File: src/rtl/rr_mux_nx1.sv
// N-to-1 round-robin streaming mux with a single registered valid/ready output stage.
// Define RR_MUX_LAST_LOCK_EN to hold the grant on one channel until it sends in_last=1.
module rr_mux_nx1 #(
  parameter int N = 8,
  parameter int W = 8
) (
  input  logic                  clk,
  input  logic                  rst,
  input  logic [N*W-1:0]        in_data,
  input  logic [N-1:0]          in_valid,
  input  logic [N-1:0]          in_last,
  output logic [N-1:0]          in_ready,
  output logic [W-1:0]          out_data,
  output logic                  out_valid,
  input  logic                  out_ready,
  output logic [$clog2(N)-1:0]  out_sel,
  output logic                  out_last
);

  localparam int SW = $clog2(N);

  logic [W-1:0]  r_data;
  logic          r_valid;
  logic [SW-1:0] r_sel;
  logic          r_last;
  logic [SW-1:0] r_ptr;

  logic          w_load;
  logic [N-1:0]  w_elig;
  logic          w_found;
  logic [SW-1:0] w_grant;
  logic [SW-1:0] w_ptr_inc;
  logic [N-1:0]  w_onehot;

  assign w_load = !r_valid || out_ready;

`ifdef RR_MUX_LAST_LOCK_EN
  logic          r_lock;
  logic [SW-1:0] r_lock_ch;

  always_comb begin
    w_elig = in_valid;
    if (r_lock) begin
      w_elig = in_valid & ({{(N-1){1'b0}}, 1'b1} << r_lock_ch);
    end
  end
`else
  always_comb begin
    w_elig = in_valid;
  end
`endif

  // Rotating priority search; the sum is one bit wider so the wrap test never overflows.
  always_comb begin : arb
    logic [SW:0]   v_sum;
    logic [SW-1:0] v_idx;
    w_found = 1'b0;
    w_grant = '0;
    v_sum   = '0;
    v_idx   = '0;
    for (int unsigned k = 0; k < N; k++) begin
      v_sum = {1'b0, r_ptr} + (SW+1)'(k);
      if (v_sum >= (SW+1)'(N)) begin
        v_sum = v_sum - (SW+1)'(N);
      end
      v_idx = v_sum[SW-1:0];
      if (!w_found && w_elig[v_idx]) begin
        w_found = 1'b1;
        w_grant = v_idx;
      end
    end
  end

  assign w_ptr_inc = (w_grant == SW'(N-1)) ? '0 : w_grant + 1'b1;
  assign w_onehot  = {{(N-1){1'b0}}, 1'b1} << w_grant;
  assign in_ready  = (w_load && w_found && !rst) ? w_onehot : '0;

  always_ff @(posedge clk or posedge rst) begin
    if (rst) begin
      r_data  <= '0;
      r_valid <= 1'b0;
      r_sel   <= '0;
      r_last  <= 1'b0;
      r_ptr   <= '0;
`ifdef RR_MUX_LAST_LOCK_EN
      r_lock    <= 1'b0;
      r_lock_ch <= '0;
`endif
    end else if (w_load) begin
      if (w_found) begin
        r_data  <= in_data[w_grant*W +: W];
        r_valid <= 1'b1;
        r_sel   <= w_grant;
        r_last  <= in_last[w_grant];
`ifdef RR_MUX_LAST_LOCK_EN
        if (in_last[w_grant]) begin
          r_lock <= 1'b0;
          r_ptr  <= w_ptr_inc;
        end else begin
          r_lock    <= 1'b1;
          r_lock_ch <= w_grant;
        end
`else
        r_ptr <= w_ptr_inc;
`endif
      end else begin
        r_valid <= 1'b0;
      end
    end
  end

  assign out_data  = r_data;
  assign out_valid = r_valid;
  assign out_sel   = r_sel;
  assign out_last  = r_last;

endmodule
File: config.mk
export PLATFORM = sky130hd
export DESIGN_NAME = rr_mux_nx1
export DESIGN_NICKNAME = d
export VERILOG_FILES = /design/src/rtl/rr_mux_nx1.sv
export SDC_FILE = /design/constraint.sdc
export NUM_CORES = 1
export LEC_CHECK = 0
export ABC_AREA = 0
export BUFFER_PORTS_ARGS = -buffer_cell sky130_fd_sc_hd__buf_2
export CAP_MARGIN = 20
export CORE_MARGIN = 2
export CORE_UTILIZATION = 46
export CTS_CLUSTER_DIAMETER = 120
export DETAILED_ROUTE_END_ITERATION = 10
export GPL_TIMING_DRIVEN = 0
export PLACE_DENSITY = 0.85
export SLEW_MARGIN = 40
export SYNTH_ARGS = -nofsm -noshare
export SYNTH_HDL_FRONTEND = slang
export SYNTH_SLANG_ARGS = --single-unit
File: constraint.sdc
create_clock -name clk -period 4.6 [get_ports clk]
set_input_delay 0.23 -clock clk [delete_from_list [all_inputs] [get_ports clk]]
set_output_delay 0.23 -clock clk [all_outputs]
set_load 0.1 [all_outputs]
==> metrics.md, run 1 <==
| Metric | Value |
|---|---|
| Seq/Total Area, Yosys | `14.6%` |
| Synth area leaders | `dfrtp_1, mux2i_1, mux4_2` |
| Slowest CP cell | `or4b_4` |
| FF-to-FF Start | `r_ptr[1]$_DFFE_PP0P_` |
| Sequential cell area | `402 um2` |
| ANT cells | `0` |
| CP startpoint | `r_ptr[1]$_DFFE_PP0P_` |
| H-Tree Level Count | `1` |
| Final Hold Viols | `0` |
| CP cell instances | `buf_8 -> inv_8 -> ha_4 -> mux2_4 -> mux4_2 -> o32a_1 -> or4b_4 -> buf_8 -> nor2_4 -> nor2_2 -> nor2_4 -> clkinv_4 -> buf_12 -> ha_2 -> ha_1 -> and2_2 -> buf_12` |
| CP Capture Type | `output pin` |
| Count leader, synth | `mux2i_1` |
| Core Region | `5850 um2` |
| Fillcell total | `448` |
| Most frequent cells after synthesis | `mux2i_1, a21oi_1, dfrtp_1, nor2_1, o21ai_0` |
| Minimum clock period | `4.50 ns` |
| IO Port Bufs | `103` |
| Critical path type | `flop to output pin` |
| Synth warn | `0` |
| DRC violations left | `0` |
| # setup viols final | `0` |
| CP Max Fanout | `11` |
| FMAX | `0.222 GHz` |
| Routed Antenna Nets | `0` |
| Die area | `6610 um2` |
| R2R cell count | `15` |
| Delay-heaviest family, CP | `simple AND/OR/NAND/NOR gates` |
| Ys async rst share | `100%` |
| Startpoint Class | `flop` |
| Slew Limit Fails | `0` |
| # IOs | `104` |
| Root buf cell | `clkbuf_8` |
| Ys flop type | `dfrtp_1` |
| GRT Total Usage | `28.2%` |
| Cells after Synth | `304` |
| Multi-input logic area | `2290 um2` |
| Tcrit/Tclk final | `97.9%` |
| First-pass GRT wire length | `14800 um` |
| Max_cap viols | `0` |
| Synthesized flop and latch total | `16` |
| Largest net degree at the start of global routing | `17` |
| Routed len/inst | `19.7 um` |
| GPL Wtd Cong | `0.971` |
| Synthesized area | `2750 um2` |
| Post-synth EDFFs | `0` |
| Mapped Nets | `394` |
| P&R area growth vs syn | `35.1%` |
| Clock buffer depth | `2` |
| Worst Path Required | `4.37 ns` |
| CTS Buf Count | `3` |
| Die height | `81.3 um` |
| Hold WC Path Type | `input pin to asynchronous set/reset pin` |
| Avg Cell Area, Syn | `9.04 um2` |
| Die Wd | `81.3 um` |
| FF-to-FF setup slack | `0.12 ns` |
| DRT Wirelength | `9780 um` |
| First DRT Iteration DRCs | `505` |
| Drt pass-1 iters | `5` |
| CP peak stage delay | `0.56 ns` |
| Buf/Inv on CP | `6` |
| Initial Util | `47.0%` |
| Vias in the first global route | `3161` |
| Placed wire-length estimate | `7060 um` |
| Clock input transition at the sequential cells of the worst setup and hold paths | `0.06 ns` |
| Reg2reg end | `out_data[4]$_DFFE_PP0P_` |
| Area leader, netlist | `dfrtp_1` |
| Grt total ovfl | `0` |
| Crit path arrival time | `4.27 ns` |
| CTS tree | `yes` |
| Worst-Skew Late Latency | `0.25 ns` |
| # clock sinks | `16` |
| Number of cells on the critical path | `17` |
| Worst Tran Pin Value | `0.754 ns` |
| Sum Neg Setup Slack | `0 ns` |
| Routed vias/inst | `6.71` |
| CP endpoint | `in_ready[7]` |
| RSZ-0062 raised after global routing | `yes` |
| Hold buffers post-CTS | `0` |
| DR vias | `3334` |
| Synth unique cells | `70` |
| Clock Skew | `0.00314 ns` |
| Status | `finished, final reports clean` |
| Nets@finish | `514` |
| Share of cells above drive strength 1 | `47.4%` |
| Area share of the largest cell type after synthesis | `14.6%` |
| Slew HR | `49.6%` |
| Antenna violations before repair | `0` |
| Site Rows | `28` |
## cell type report
| type | instances | share of cell area (%) |
|---|---|---|
| tap | 75 | 2.53 |
| multi-input combinational | 255 | 61.8 |
| buffer | 23 | 4.48 |
| clock buffer | 3 | 1.11 |
| sequential | 16 | 10.8 |
| inverter | 9 | 1.25 |
| timing repair buffer | 116 | 18.0 |
## cells in the final DEF, fill, tap and decap left out, drive strengths merged, types with 2 or more instances in the layout
master | Yosys | final
inv | 7 | 8
nor2b | 2 | 2
or4b | 2 | 2
nand2b | 5 | 5
a211o | 2 | 2
a221oi | 2 | 2
and2 | 3 | 3
nor2 | 17 | 17
mux4 | 11 | 11
xor2 | 2 | 2
ha | 7 | 7
a2111oi | 9 | 9
and3 | 9 | 9
o21ai | 21 | 21
nor3b | 11 | 11
buf | 16 | 131
mux2 | 18 | 18
nor3 | 4 | 4
a21oi | 18 | 18
a222oi | 8 | 8
o21bai | 2 | 2
dfrtp | 16 | 16
mux2i | 29 | 29
a21boi | 2 | 2
o32ai | 8 | 8
nand3 | 10 | 10
clkbuf | 8 | 11
nand2 | 12 | 12
a22oi | 2 | 2
o31ai | 2 | 2
a31oi | 12 | 12
a22o | 8 | 8
## per-stage QoR
step	instances	worst slack, ns	util [%]	area [um2]	hold WS, ns
finish	497	0.0956	63.5	3710	0.0635
global route	497	-0.0286	63.5	3710	0.119
CTS	492	0.00153	61.2	3580	0.0812
detailed placement	482	-0.590	58.1	3400	0.344
global placement	482	-0.411	58.1	3400	0.332
floorplan	304	0.0665	-	2790	0.144
## registers in the layout, summed over array words and instances, names as in the netlist
| register | flops |
|---|---|
| out_last | 1 |
| out_sel | 3 |
| out_data | 8 |
| out_valid | 1 |
| r_ptr | 3 |
## cells by family after synthesis
family / synth area share (%)
fa+ha+maj: 3.19
mux: 27.5
xor+xnor: 0.956
compound gates: 30.0
simple gates: 16.8
flops: 14.6
buf+inv: 6.97
## how the worst min path moves through the flow
| stage | from | to | depth (start not counted) |
|---|---|---|---|
| after floorplan | rst | out_data[0]$_DFFE_PP0P_ | 1 |
| after global placement | rst | out_sel[2]$_DFFE_PP0P_ | 2 |
| after detailed placement | rst | out_data[0]$_DFFE_PP0P_ | 2 |
| after CTS | rst | out_last$_DFFE_PP0P_ | 2 |
| after global routing | rst | out_sel[0]$_DFFE_PP0P_ | 2 |
| final | rst | out_last$_DFFE_PP0P_ | 2 |
## what timing repair did
item / 4_1_cts / 5_1_grt
cloned: 0 / 0
setup buffers: 7 / 6
gates resized for setup: 27 / 23
endpoints found under the setup margin: 19 / 17
pin swaps: 3 / 8
## metal layers
layer	GRT usage (%)	routed length [um]	share of wire [%]
met2	47.6	4900	50
met4	13.6	383	3.9
met5	0	0	0
met3	3.67	1020	10
met1	35.5	3490	36
Power of run 1 is not shown: default switching activity piles up to over one toggle a cycle in this logic, so the estimate is an artifact.
==> run 2: changes to the inputs <==
--- a/config.mk
+++ b/config.mk
@@ -13,7 +13,8 @@
 export CTS_CLUSTER_DIAMETER = 120
 export DETAILED_ROUTE_END_ITERATION = 10
 export GPL_TIMING_DRIVEN = 0
-export PLACE_DENSITY = 0.85
+export MAX_ROUTING_LAYER = met4
+export PLACE_DENSITY = 0.79
 export SLEW_MARGIN = 40
 export SYNTH_ARGS = -nofsm -noshare
 export SYNTH_HDL_FRONTEND = slang
==> metrics.md, run 2 (synthesis gave the netlist of run 1 again) <==
| Metric | Value |
|---|---|
| DP Cell Count | `482 (unchanged)` |
| CP Max Fanout | `10 (-1)` |
| FMAX | `0.223 GHz (+0.43%)` |
| Slew Limit Fails | `0 (unchanged)` |
| Placed cell areas | `3400 um2 (about the same)` |
| DRC violations left | `0 (unchanged)` |
| Vias in the first global route | `2926 (-7.4%)` |
| Largest net degree at the start of global routing | `17 (unchanged)` |
| CP peak stage delay | `0.51 ns (-0.05 ns)` |
| Initial Util | `47.0% (unchanged)` |
| Delay-heaviest family, CP | `buffers and inverters` |
| Clock input transition at the sequential cells of the worst setup and hold paths | `0.06 ns (about the same)` |
| Site Rows | `28 (unchanged)` |
| First-pass GRT wire length | `14500 um (-1.8%)` |
| Routed len/inst | `19.2 um (-2.4%)` |
| Slowest CP cell | `or4b_4` |
| Share of cells above drive strength 1 | `47.5% (+0.14 points)` |
| Max_cap viols | `0 (unchanged)` |
| Die height | `81.3 um (unchanged)` |
| Buf/Inv on CP | `5 (-1)` |
| R2R cell count | `15 (unchanged)` |
| Clock buffer depth | `2 (unchanged)` |
| Hold_ws | `0.0586 ns (-0.00498 ns)` |
| First DRT Iteration DRCs | `567 (+12%)` |
| Antenna violations before repair | `0 (unchanged)` |
| Final Instance Area | `3730 um2 (+0.44%)` |
| Worst-Skew Late Latency | `0.25 ns (about the same)` |
| # clock sinks | `16 (unchanged)` |
| Core Region | `5850 um2 (unchanged)` |
| # setup viols final | `0 (unchanged)` |
| Multi-input logic area | `2290 um2 (-0.33%)` |
| Largest register FFs | `8 (unchanged)` |
| ANT cells | `0 (unchanged)` |
| DRT Wirelength | `9600 um (-1.8%)` |
| # IOs | `104 (unchanged)` |
| Placed wire-length estimate | `7050 um (-0.24%)` |
| IO Port Bufs | `103 (unchanged)` |
| Worst Path Required | `4.37 ns (about the same)` |
| Clock Skew | `0.00268 ns (-0.000457 ns)` |
| Tcrit/Tclk final | `97.5% (-0.42 points)` |
| CTS Buf Count | `3 (unchanged)` |
| Root buf cell | `clkbuf_8` |
| CP Capture Type | `output pin` |
| H-Tree Level Count | `1 (unchanged)` |
| Nets@finish | `516 (+0.39%)` |
| Minimum clock period | `4.48 ns (-0.0195 ns)` |
| Routed Antenna Nets | `0 (unchanged)` |
| Fillcell total | `469 (+4.7%)` |
| Final Hold Viols | `0 (unchanged)` |
| Drt pass-1 iters | `8 (+3)` |
| Die area | `6610 um2 (unchanged)` |
| Most common cell after layout, fill and taps aside | `buf_2` |
| CTS tree | `yes` |
| Routed vias/inst | `6.57 (-2.1%)` |
| Grt total ovfl | `0 (unchanged)` |
| GRT Total Usage | `29.0% (+0.75 points)` |
| Worst Tran Pin Value | `0.790 ns (+0.0359 ns)` |
| Sequential cell area | `402 um2 (unchanged)` |
| GPL Wtd Cong | `0.950 (-2.2%)` |
| FF-to-FF setup slack | `0.13 ns (about the same)` |
| Startpoint Class | `flop` |
| CP cell instances | `clkbuf_8 -> inv_8 -> ha_4 -> mux2_4 -> mux4_2 -> o32a_1 -> or4b_4 -> buf_8 -> o31ai_4 -> buf_4 -> nor2_1 -> nand2_1 -> nor2_4 -> buf_4` |
| Hold WC Path Type | `input pin to asynchronous set/reset pin` |
| Critical path type | `flop to output pin` |
| Crit path arrival time | `4.25 ns (-0.02 ns)` |
| Slew HR | `46.0% (-3.6 points)` |
| DR vias | `3284 (-1.5%)` |
| P&R area growth vs syn | `35.7%` |
| Most used cell, CP | `buf_4` |
| Reg2reg end | `out_data[7]$_DFFE_PP0P_` |
| Status | `finished, final reports clean` |
| Die Wd | `81.3 um (unchanged)` |
| Commonest non-fill, non-tap cells in the layout | `buf_2, mux2i_1, buf_4, a21oi_1, dfrtp_1` |
| Non-Filler Instances | `500 (+0.60%)` |
| FF-to-FF Start | `r_ptr[1]$_DFFE_PP0P_` |
## run 2: cell types whose count changed in the layout (fill, tap and decap cells not counted), sizes merged
cell / previous run / this run
buf: 131 / 134
## run 2: worst max-delay path by stage
stage	slack, ns	to	startpoint	depth (start not counted)
after global placement	-0.45	in_ready[7]	r_ptr[1]$_DFFE_PP0P_	16
final	0.12	in_ready[6]	r_ptr[1]$_DFFE_PP0P_	14
after floorplan	0.07	in_ready[1]	r_ptr[1]$_DFFE_PP0P_	16
after global routing	-0.02	in_ready[7]	r_ptr[0]$_DFFE_PP0P_	16
after detailed placement	-0.52	in_ready[7]	r_ptr[1]$_DFFE_PP0P_	16
after CTS	0.002	in_ready[7]	r_ptr[1]$_DFFE_PP0P_	17
## run 2: timing repair
item | CTS | global route
endpoints found under the setup margin | 19 | 18
gates resized for setup | 26 | 21
cloned | 0 | 0
setup buffers | 8 | 7
hold buffers | 0 | 0
pin swaps | 3 | 6
## run 2: stage by stage
| stage | utilization (%) | TNS (ns) | setup WS [ns] |
|---|---|---|---|
| after CTS | 61.7 | 0 | 0.00205 |
| after global routing | 63.7 | -0.0365 | -0.0202 |
| after global placement | 58.1 | -4.07 | -0.446 |
| after floorplan | - | 0 | 0.0665 |
| after detailed placement | 58.1 | -5.05 | -0.517 |
| final | 63.7 | 0 | 0.115 |
## run 2: worst reg2reg max path, cell delays in order, from the launching register on
cell and delay [ns]:
dfrtp_1 0.36, clkbuf_8 0.16, inv_8 0.05, ha_4 0.33
mux2_4 0.32, mux4_2 0.46, o32a_1 0.39, or4b_4 0.51
buf_8 0.17, buf_4 0.14, o21a_1 0.17, buf_2 0.17
nand3_1 0.09, o21ai_0 0.09, a2111oi_0 0.73, o32ai_1 0.19
## run 2: per-layer routing
layer  part of all wire (%)  track usage, %  wire length (um)
met1                     40            39.5              3800
met2                     49            46.4              4710
met3                    8.9            1.78               859
met4                    2.4            8.64               227
met5                      0               -                 0
## run 2: area by class of cell
cell class | instances | area share, %
Clock buffer | 4 | 1.48
Tap cell | 75 | 2.52
Sequential cell | 16 | 10.8
Multi-Input combinational cell | 255 | 61.3
Timing Repair Buffer | 118 | 18.3
Buffer | 23 | 4.43
Inverter | 9 | 1.24
Power of run 2 is left out for the same reason.
==> run 3: changes to the inputs <==
--- a/config.mk
+++ b/config.mk
@@ -6,11 +6,11 @@
 export NUM_CORES = 1
 export LEC_CHECK = 0
 export ABC_AREA = 0
-export BUFFER_PORTS_ARGS = -buffer_cell sky130_fd_sc_hd__buf_2
+export BUFFER_PORTS_ARGS = -buffer_cell sky130_fd_sc_hd__clkbuf_2
 export CAP_MARGIN = 20
 export CORE_MARGIN = 2
 export CORE_UTILIZATION = 46
-export CTS_CLUSTER_DIAMETER = 120
+export CTS_CLUSTER_DIAMETER = 100
 export DETAILED_ROUTE_END_ITERATION = 10
 export GPL_TIMING_DRIVEN = 0
 export MAX_ROUTING_LAYER = met4
==> metrics.md, run 3 (synthesis gave the netlist of run 1 again) <==
| Metric | Value |
|---|---|
| # clock sinks | `16 (unchanged)` |
| IO Port Bufs | `103 (unchanged)` |
| Nets@finish | `514 (-0.39%)` |
| Non-Filler Instances | `498 (-0.40%)` |
| Startpoint Class | `flop` |
| CP peak stage delay | `0.56 ns (+0.05 ns)` |
| Initial Util | `47.0% (unchanged)` |
| Delay-heaviest family, CP | `simple AND/OR/NAND/NOR gates` |
| Slew HR | `45.9% (-0.11 points)` |
| Grt total ovfl | `0 (unchanged)` |
| Status | `finished, final reports clean` |
| Largest register FFs | `8 (unchanged)` |
| Die height | `81.3 um (unchanged)` |
| Core Region | `5850 um2 (unchanged)` |
| Clock Skew | `0.00294 ns (+0.000257 ns)` |
| Tcrit/Tclk final | `98.8% (+1.3 points)` |
| Site Rows | `28 (unchanged)` |
| # IOs | `104 (unchanged)` |
| Max_cap viols | `0 (unchanged)` |
| Drt pass-1 iters | `9 (+1)` |
| Buf/Inv on CP | `6 (+1)` |
| Final setup margin | `0.0563 ns (-0.0587 ns)` |
| Worst-Skew Late Latency | `0.25 ns (about the same)` |
| First DRT Iteration DRCs | `628 (+11%)` |
| CTS tree | `yes` |
| Worst Tran Pin Value | `0.791 ns (+0.00161 ns)` |
| P&R area growth vs syn | `36.9%` |
| GRT Total Usage | `28.7% (-0.28 points)` |
| # setup viols final | `0 (unchanged)` |
| Die area | `6610 um2 (unchanged)` |
| Placed wire-length estimate | `7010 um (-0.48%)` |
| Hold_ws | `0.0362 ns (-0.0223 ns)` |
| Share of cells above drive strength 1 | `46.8% (-0.72 points)` |
| Critical path type | `flop to output pin` |
| CP cell instances | `buf_8 -> inv_8 -> ha_4 -> mux2_4 -> mux4_2 -> o32a_1 -> or4b_1 -> buf_6 -> nor2_4 -> nor2_2 -> nor2_4 -> clkinv_4 -> buf_12 -> ha_4 -> ha_1 -> and2_2 -> clkbuf_16` |
| DP Cell Count | `482 (unchanged)` |
| Root buf cell | `clkbuf_8` |
| DRT Wirelength | `9510 um (-1.0%)` |
| Slew Limit Fails | `0 (unchanged)` |
| Routed Antenna Nets | `0 (unchanged)` |
| First-pass GRT wire length | `14500 um (+0.23%)` |
| DRC violations left | `0 (unchanged)` |
| Commonest non-fill, non-tap cells in the layout | `clkbuf_2, mux2i_1, a21oi_1, buf_4, dfrtp_1` |
| Fillcell total | `457 (-2.6%)` |
| Worst Path Required | `4.37 ns (about the same)` |
| Crit path arrival time | `4.31 ns (+0.06 ns)` |
| GPL Wtd Cong | `0.955 (+0.61%)` |
| Slowest CP cell | `or4b_1` |
| Clock input transition at the sequential cells of the worst setup and hold paths | `0.07 ns (about the same)` |
| CP Capture Type | `output pin` |
| FMAX | `0.220 GHz (-1.3%)` |
| Core Util, Final | `64.3% (+0.58 points)` |
| Routed vias/inst | `6.55 (-0.33%)` |
| FF-to-FF Start | `r_ptr[1]$_DFFE_PP0P_` |
| Die Wd | `81.3 um (unchanged)` |
| CP startpoint | `r_ptr[1]$_DFFE_PP0P_` |
| Final Hold Viols | `0 (unchanged)` |
| Vias in the first global route | `3009 (+2.8%)` |
| CP Max Fanout | `11 (+1)` |
| Minimum clock period | `4.54 ns (+0.0587 ns)` |
| Clock buffer depth | `2 (unchanged)` |
| Largest net degree at the start of global routing | `17 (unchanged)` |
| CTS Buf Count | `3 (unchanged)` |
| Most common cell after layout, fill and taps aside | `clkbuf_2` |
| Routed len/inst | `19.1 um (-0.62%)` |
| Hold WC Path Type | `input pin to asynchronous set/reset pin` |
| DR vias | `3260 (-0.73%)` |
| ANT cells | `0 (unchanged)` |
| Antenna violations before repair | `0 (unchanged)` |
| DP Worst Slack | `-0.623 ns (-0.106 ns)` |
| H-Tree Level Count | `1 (unchanged)` |
[run 3: cell count changes in the layout (fill, tap and decap cells not counted), sizes merged]
cell | previous run | this run
clkbuf | 11 | 113
buf | 134 | 30
[run 3: timing repair]
action | 4_1_cts | 5_1_grt
setup buffers | 7 | 6
gates resized for setup | 31 | 16
hold buffers | 0 | 0
setup endpoints to repair | 19 | 17
hold endpoints to repair | 0 | 0
pin swaps | 3 | 7
[run 3: metrics by stage]
step	area [um2]	setup TNS, ns
3_3_place_gp	3400	-4.53
5_1_grt	3760	-0.107
6_report	3760	0
3_5_place_dp	3400	-6.36
2_1_floorplan	2790	0
4_1_cts	3650	-0.0556
[run 3: final timing paths]
| kind | endpoint | slack, ns | depth (start not counted) |
|---|---|---|---|
| min | out_sel[2]$_DFFE_PP0P_ | 0.04 | 2 |
| min reg2reg | out_sel[1]$_DFFE_PP0P_ | 0.48 | 2 |
| max reg2reg | out_data[5]$_DFFE_PP0P_ | 0.07 | 15 |
| max | in_ready[7] | 0.06 | 17 |
| min in group clk | out_valid$_DFFE_PP0P_ | 0.40 | 3 |
| max in group asynchronous | r_ptr[0]$_DFFE_PP0P_ | 4.14 | 2 |
[run 3: area by class of cell]
| class | instances | area [um2] | area share, % |
|---|---|---|---|
| buffer | 23 | 163 | 4.32 |
| tap | 75 | 93.8 | 2.49 |
| inverter | 9 | 46.3 | 1.23 |
| sequential | 16 | 402 | 10.7 |
| clock buffer | 4 | 55.1 | 1.46 |
| multi-input combinational | 255 | 2300 | 61.1 |
| timing repair buffer | 116 | 704 | 18.7 |
[run 3: routing by layer]
layer	wire length (um)	GRT usage (%)	part of all wire, %
met1	3680	37.1	39
met2	4630	47.2	49
met3	887	3.11	9.3
met4	306	8.81	3.2
met5	0	-	0
[run 3: worst register-to-register path, cell delays in order, from the launching register on]
cell       delay [ns]
dfrtp_1          0.40
buf_8            0.14
inv_8            0.05
ha_4             0.32
mux2_4           0.32
mux4_2           0.46
o32a_1           0.40
or4b_1           0.56
buf_6            0.17
buf_4            0.14
o21a_1           0.17
buf_2            0.17
nand3_1          0.09
o21ai_1          0.08
a2111oi_1        0.76
o32ai_2          0.17
Power of run 3 is left out for the same reason.
